$ cat config.mk
export PLATFORM = sky130hd
export DESIGN_NAME = fc_param_loader
export DESIGN_NICKNAME = d
export VERILOG_FILES = /design/src/rtl/fc_pkg.sv /design/src/rtl/fc_index_counter.sv /design/src/rtl/fc_param_loader.sv
export SDC_FILE = /design/constraint.sdc
export NUM_CORES = 1
export LEC_CHECK = 0
export CORE_ASPECT_RATIO = 1.1
export CORE_UTILIZATION = 29
export CTS_CLUSTER_DIAMETER = 200
export DETAILED_ROUTE_END_ITERATION = 6
export PLACE_DENSITY = 0.53
export SLEW_MARGIN = 20
export SYNTH_ARGS = -nofsm -noshare
export SYNTH_HDL_FRONTEND = slang
export SYNTH_HIERARCHICAL = 1
export SYNTH_SLANG_ARGS = --single-unit
$ cat constraint.sdc
create_clock -name clk -period 3.4 [get_ports clk]
set_clock_uncertainty 0.1 [all_clocks]
set_input_delay 1.02 -clock clk [delete_from_list [all_inputs] [get_ports clk]]
set_output_delay 1.02 -clock clk [all_outputs]
set_load 0.01 [all_outputs]
$ cat src/rtl/fc_pkg.sv
// Shared types for the fully connected layer and its parameter loader.
package fc_pkg;

    localparam int unsigned WORD_W = 16;

    typedef logic [WORD_W-1:0] word_t;

    typedef enum logic [1:0] {
        IDLE,
        LOAD_W,
        LOAD_B,
        DONE
    } fc_load_state_t;

    // Index width for a count of n entries, never narrower than one bit.
    function automatic int unsigned idx_width(input int unsigned n);
        return (n > 1) ? $clog2(n) : 1;
    endfunction

endpackage

$ cat src/rtl/fc_index_counter.sv
// Write index counter with a run-time terminal value; wraps to zero on the terminal beat.
module fc_index_counter #(
    parameter int unsigned Width = 4
) (
    input  logic             clk,
    input  logic             reset,
    input  logic             i_clear,
    input  logic             i_inc,
    input  logic [Width-1:0] i_term,
    output logic [Width-1:0] o_count,
    output logic             o_last
);

    logic [Width-1:0] r_count;

    assign o_count = r_count;
    assign o_last  = (r_count == i_term);

    always_ff @(posedge clk or negedge reset) begin
        if (!reset) begin
            r_count <= '0;
        end else if (i_clear) begin
            r_count <= '0;
        end else if (i_inc) begin
            r_count <= o_last ? '0 : r_count + Width'(1);
        end
    end

endmodule

$ cat src/rtl/fc_param_loader.sv
// Streams weight then bias words into the FC layer's parameter arrays; raises loaded when full.
module fc_param_loader
    import fc_pkg::*;
#(
    parameter int unsigned numNodesIn  = 5,
    parameter int unsigned numNodesOut = 3
) (
    input  logic              clk,
    input  logic              reset,
    input  logic              start,
    input  logic [WORD_W-1:0] inData,
    input  logic              inValid,
    output logic              inReady,
    output logic [WORD_W-1:0] weights [numNodesIn*numNodesOut],
    output logic [WORD_W-1:0] biases  [numNodesOut],
    output logic              loaded
);

    localparam int unsigned NumW = numNodesIn * numNodesOut;
    localparam int unsigned CntW = idx_width(NumW);
    localparam int unsigned BW   = idx_width(numNodesOut);

    localparam logic [CntW-1:0] TermW = CntW'(NumW - 1);
    localparam logic [CntW-1:0] TermB = CntW'(numNodesOut - 1);

    fc_load_state_t r_state;
    fc_load_state_t w_state_d;

    logic            r_in_ready;
    logic            r_loaded;
    logic            w_clear;
    logic            w_loading;
    logic            w_beat;
    logic            w_last;
    logic [CntW-1:0] w_term;
    logic [CntW-1:0] w_idx;
    logic [BW-1:0]   w_bidx;
    word_t           r_weights [NumW];
    word_t           r_biases  [numNodesOut];

    // start takes priority over a data beat, so an aborted beat is never written.
    assign w_loading = (r_state == LOAD_W) || (r_state == LOAD_B);
    assign w_beat    = w_loading && inValid && !start;
    assign w_term    = (r_state == LOAD_B) ? TermB : TermW;
    assign w_bidx    = w_idx[BW-1:0];

    fc_index_counter #(
        .Width (CntW)
    ) u_idx (
        .clk     (clk),
        .reset   (reset),
        .i_clear (w_clear),
        .i_inc   (w_beat),
        .i_term  (w_term),
        .o_count (w_idx),
        .o_last  (w_last)
    );

    always_comb begin
        w_state_d = r_state;
        w_clear   = 1'b0;
        unique case (r_state)
            IDLE, DONE: begin
                if (start) begin
                    w_state_d = LOAD_W;
                    w_clear   = 1'b1;
                end
            end
            LOAD_W: begin
                if (start) begin
                    w_clear = 1'b1;
                end else if (w_beat && w_last) begin
                    w_state_d = LOAD_B;
                end
            end
            LOAD_B: begin
                if (start) begin
                    w_state_d = LOAD_W;
                    w_clear   = 1'b1;
                end else if (w_beat && w_last) begin
                    w_state_d = DONE;
                end
            end
            default: w_state_d = IDLE;
        endcase
    end

    // Handshake outputs are registered from the next state: no input-to-output path.
    always_ff @(posedge clk or negedge reset) begin
        if (!reset) begin
            r_state    <= IDLE;
            r_in_ready <= 1'b0;
            r_loaded   <= 1'b0;
        end else begin
            r_state    <= w_state_d;
            r_in_ready <= (w_state_d == LOAD_W) || (w_state_d == LOAD_B);
            r_loaded   <= (w_state_d == DONE);
        end
    end

    always_ff @(posedge clk or negedge reset) begin
        if (!reset) begin
            for (int i = 0; i < int'(NumW); i++) begin
                r_weights[i] <= '0;
            end
            for (int i = 0; i < int'(numNodesOut); i++) begin
                r_biases[i] <= '0;
            end
        end else if (w_beat) begin
            if (r_state == LOAD_W) begin
                r_weights[w_idx] <= inData;
            end else begin
                r_biases[w_bidx] <= inData;
            end
        end
    end

    assign inReady = r_in_ready;
    assign loaded  = r_loaded;
    assign weights = r_weights;
    assign biases  = r_biases;

endmodule

==> impl_metrics.yaml, run 1 <==
synth:
  synth_area_per_cell_um2: 16.4
  synth_commonest_cells: "dfrtp_1 (296), mux2_2 (279), clkbuf_1 (18)"
  yosysTopAreaCell: "dfrtp_1"
  synth_nets: 724
  yosys_most_used_dff: "dfrtp_1"
  yosysWarnings: 6
  yosysMostFrequentCell: "dfrtp_1"
  synth_cell_types: 38
  ys_seq_elements: 296
  ys_seq_area_frac: 0.644
  netlist_instances: 700
  synthArstFlopShare: 1.00
  syn_area_mm2: 0.0115
  ys_top_cells_by_area: "dfrtp_1 (64%), mux2_2 (27%), mux2_4 (1.2%), buf_2 (0.74%), nor4_4 (0.74%)"
  synth_top_area_frac: 0.644
  synth-edff-count: 0
pwr:
  power_density_mw_per_mm2: 562
  p_leak_nw: 7.87
  vdd_drop_max_v: 0.000524
drt:
  viasPerCell: 4.51
  drt-initial-drc-count: 209
  num_vias: 7087
  drc_errors: 0
  drt_pre_antenna_iters: 4
  wirelength_mm: 32.0
  avgRoutedWirePerCell_um: 20.3
  ant_nets: 0
global_routing:
  grt_pass1_wl_mm: 48.5
  grt_overflow: 0
  grt.total_usage: 0.159
  grt_pass1_vias: 7697
  antenna_found_initial: 0
  grt_max_degree: 74
floorplan:
  die_w_um: 192
  core_area_mm2: 0.0392
  ios: 310
  dieArea_mm2: 0.0405
  die_h_um: 211
  fp-row-count: 76
  initial_core_util: 0.294
clock_tree:
  ctsResizeCount: 0
  cts_buffer_depth: 3
  cts.htree.levels: 2
  tritoncts: "built"
  cts_hold_buf: 0
  postCtsSetupBuffers: 0
  cts.clk_slew.worst_paths_ps: 70
  clk_latency_ps: 520
  cts-root-buf: "clkbuf_16"
  cts_sinks: 296
  cts-buffers-inserted: 35
critical_path:
  critPathKind: "reg -> reg"
  path_max_fanout: 5
  cp-start-kind: "flop"
  worstReg2RegStart: "r_state[0]$_DFF_PN0_"
  reg2reg_setup_slack_ps: 690
  r2r_end: "inReady$_DFF_PN0_"
  end_kind: "flop"
  worstRegToRegCells: 9
  required_ps: 3700
  cp_data_arrival_time_ps: 3010
sta:
  min_period_over_period: 0.798
  setup_tns_ps: 0
  maxSlewViolCount: 0
  worst_slew_pin_slew_ps: 858
  final.min_clock_period_ps: 2710
  max_freq_ghz: 0.369
  rsz0062_at_grt: "no"
  slew_headroom: 0.426
  finalHoldViolCount: 0
  finalSetupViolCount: 0
layout:
  drive_above_1_share: 0.377
  seqCellArea_mm2: 0.00741
  multi_input_area_mm2: 0.00385
  fin_nets: 1065
  nFillCells: 3676
  diodes: 0
  layout.cells.non_filler: 1572
  area_delta_synth_final_pct: 45.2
  final_cell_area_mm2: 0.0167
run_status:
  status: "completed"
placement:
  dp_cells: 1511
  dp_hpwl_mm: 22.3
  placed_area_mm2: 0.0155
  io_buffers: 309
  gp_congestion: 0.719
run:
  cap_viol_max_count: 0
hold_path:
  hold_path.class: "in -> async"
-- worst max path at each step --
stage / slack [ps] / start / end / cells after the start
2_1_floorplan: 790 / start / weights[21]$_DFFE_PN0P_ / 5
3_3_place_gp: 260 / start / weights[126]$_DFFE_PN0P_ / 5
3_5_place_dp: 240 / start / weights[60]$_DFFE_PN0P_ / 5
4_1_cts: 640 / r_state[0]$_DFF_PN0_ / inReady$_DFF_PN0_ / 9
5_1_grt: 510 / r_state[0]$_DFF_PN0_ / inReady$_DFF_PN0_ / 9
6_report: 690 / r_state[0]$_DFF_PN0_ / inReady$_DFF_PN0_ / 9
-- kinds of logic (layout without fill, tap and decap cells) --
group / count (synthesis) / in the layout / synth area share
and+or+nand+nor: 45 / 45 / 0.0343
muxes: 290 / 290 / 0.287
DFF: 296 / 296 / 0.644
other: 2 / 2 / 0.000653
adders and majority gates: 4 / 4 / 0.00435
xor gates and xnor gates: 4 / 4 / 0.00304
buffers and inverters: 51 / 416 / 0.0215
AOI/OAI and AO/OA: 8 / 8 / 0.00566
-- cell type report --
| type | instances | area share |
|---|---|---|
| clock buffer | 45 | 0.0602 |
| inverter | 7 | 0.00157 |
| timing repair buffer | 348 | 0.212 |
| tap | 507 | 0.0380 |
| sequential | 296 | 0.443 |
| clock inverter | 16 | 0.0142 |
| multi-input combinational | 353 | 0.231 |
-- worst max-delay path: stages, from the launching register on --
cell and delay (ps):
dfrtp_1 420, inv_1 70, ha_1 190, inv_1 100
xor2_1 190, nor4_4 420, nor4bb_1 500, o21ai_0 150
nor3b_1 160, ha_1 280
-- placed cells by master, fill, tap and decap left out, drive strengths merged, types with 5 or more instances in the layout --
cell type,count
clkdlybuf4s50,308
dfrtp,296
mux2,289
clkbuf,45
buf,40
nand2,13
clkinv,8
inv,8
bufinv,6
nor2,5
-- where the power goes --
part / switching [W] / leakage [nW] / internal, W
Combinational: 0.000616 / 3.19 / 0.000800
Clock: 0.00147 / 0.616 / 0.00254
Sequential: 0.000156 / 4.07 / 0.00382
-- sequential cells by signal, summed over array words and instances (netlist names) --
name	count
loaded	1
biases	48
weights	240
inReady	1
u_idx/o_count	4
r_state	2
-- routing by layer --
| layer | vias up | wire [µm] | track usage |
|---|---|---|---|
| met5 | - | 0 | 0 |
| met4 | 0 | 724 | 0.0479 |
| met3 | 48 | 2090 | 0.0445 |
| met2 | 197 | 15700 | 0.270 |
| met1 | 3687 | 13400 | 0.195 |
| li1 | 3155 | - | - |
-- metrics by stage --
stage	power, W	hold slack, ps	utilization	setup slack (ps)
6_report	0.00940	389	0.426	687
5_1_grt	0.00981	411	0.426	511
4_1_cts	0.00958	394	0.426	635
3_5_place_dp	0.00547	381	0.395	243
3_3_place_gp	0.00545	377	0.395	259
2_1_floorplan	0.00458	418	-	787
(Power assumes the default switching activity.)
==> inputs of run 2 (changes only) <==
clock period = 2.8 ns   (was 3.4 ns; I/O delays follow)
==> run 2 against run 1 <==
Against the previous run:
- critical path depth increased by 1
- setup slack got worse by 370 ps
- first-iteration DRC count decreased by 0.48%
- cell area increased by 0.82%
- sequential share of layout area decreased by 0.36 points
- global-route usage increased by 0.23 points
- highest routed layer unchanged
==> impl_metrics.yaml, run 2 (synthesis gave the netlist of run 1 again) <==
clock_tree:
  cts.htree.levels: 2
  postCtsSetupBuffers: 0
  cts_sinks: 296
  cts_hold_buf: 0
  cts-buffers-inserted: 34
  cts_buffer_depth: 3
  cts-root-buf: "clkbuf_16"
  tritoncts: "built"
  cts.clk_slew.worst_paths_ps: 60
  ctsResizeCount: 0
  clk_latency_ps: 510
global_routing:
  grt_pass1_wl_mm: 48.7
  grt_pass1_vias: 7664
  grt_max_degree: 54
  antenna_found_initial: 0
  grt_overflow: 0
  grt.total_usage: 0.161
pwr:
  p_seq_frac: 0.439
  power_density_mw_per_mm2: 653
  vdd_drop_max_v: 0.000534
  combPwrFrac: 0.161
  pwr-share-clk: 0.400
  switching_share: 0.242
  p_sw_w: 0.00266
  internal_power_w: 0.00835
  p_leak_nw: 7.95
critical_path:
  cp_slowest_cell: "dfrtp_1"
  path_max_fanout: 4
  cp_data_arrival_time_ps: 2780
  path_cells: "inv_1 > ha_1 > inv_1 > xor2_1 > nor4_4 > nor4bb_1 > buf_4 > nor3_1 > nor3b_1 > ha_1"
  required_ps: 3100
  worstReg2RegStart: "r_state[0]$_DFF_PN0_"
  critPathKind: "reg -> reg"
  cp-start-kind: "flop"
  cp_slowest_stage_delay_ps: 410
  critPathTopFamily: "simple AND/OR/NAND/NOR gates"
  end_kind: "flop"
  crit_start: "r_state[0]$_DFF_PN0_"
  worst-path-buf-inv: 3
sta:
  max_freq_ghz: 0.402
  setup_tns_ps: 0
  maxSlewViolCount: 0
  finalHoldViolCount: 0
  min_period_over_period: 0.888
  finalSetupViolCount: 0
  rsz0062_at_grt: "no"
  final.min_clock_period_ps: 2490
  slew_headroom: 0.529
  worst_slew_pin_slew_ps: 704
  whs_ps: 176
drt:
  viasPerCell: 4.54
  wirelength_mm: 32.5
  drt-initial-drc-count: 208
  ant_nets: 0
  num_vias: 7217
  drt_pre_antenna_iters: 4
  drc_errors: 0
  avgRoutedWirePerCell_um: 20.5
floorplan:
  die_h_um: 211
  ios: 310
  dieArea_mm2: 0.0405
  fp-row-count: 76
  initial_core_util: 0.294
  core_area_mm2: 0.0392
  die_w_um: 192
layout:
  largest_register_ff_count: 240
  final_common_cell: "clkdlybuf4s50_1"
  diodes: 0
  layout.cells.non_filler: 1589
  drive_above_1_share: 0.380
  nFillCells: 3648
  final_cell_mix: "clkdlybuf4s50_1 (308), dfrtp_1 (296), mux2_2 (279)"
  fin_nets: 1084
  area_delta_synth_final_pct: 46.4
  final_cell_area_mm2: 0.0168
  fin_util: 0.430
placement:
  placed_area_mm2: 0.0157
  io_buffers: 309
  gp_congestion: 0.731
  dp_cells: 1530
  dp_hpwl_mm: 23.0
run_status:
  status: "completed"
hold_path:
  hold_path.class: "in -> async"
run:
  cap_viol_max_count: 0
## run 2: area by class of cell
cell class	count	area [µm²]	area share
repair buffers	368	3800	0.226
inverters	7	26.3	0.00156
well taps	507	634	0.0377
flip-flops and latches	296	7410	0.440
multi-input cells	353	3850	0.229
clock inverters	3	42.5	0.00253
clock buffers	55	1070	0.0637
## run 2: path summary, 6_finish.rpt
check	endpoint	slack, ps	cells after the start
min in group clk	biases[46]$_DFFE_PN0P_	400	1
max in group asynchronous	weights[201]$_DFFE_PN0P_	1730	3
setup reg to reg	inReady$_DFF_PN0_	310	10
hold reg to reg	biases[46]$_DFFE_PN0P_	400	1
setup / recovery	inReady$_DFF_PN0_	310	10
hold / removal	biases[0]$_DFFE_PN0P_	180	1
## run 2: power by group through the flow
stage	Combinational, W	Clock [W]	Sequential, W
after detailed placement	0.00180	0	0.00490
after floorplan	0.000515	0	0.00505
after global placement	0.00178	0	0.00489
after CTS	0.00181	0.00456	0.00483
after global routing	0.00190	0.00472	0.00488
final	0.00177	0.00440	0.00483
## run 2: routing by layer
| layer | track usage | share of wire | routed length, µm | vias up |
|---|---|---|---|---|
| met4 | 0.0487 | 0.025 | 802 | 0 |
| met2 | 0.269 | 0.49 | 15800 | 207 |
| met3 | 0.0400 | 0.058 | 1900 | 43 |
| met5 | 0 | 0 | 0 | - |
| li1 | - | - | - | 3196 |
| met1 | 0.205 | 0.43 | 14000 | 3771 |
## run 2: through the flow
stage	power, W	worst slack (ps)
after CTS	0.0112	98.2
after global routing	0.0115	186
after floorplan	0.00556	367
after detailed placement	0.00670	-21.2
final	0.0110	314
after global placement	0.00668	-8.75
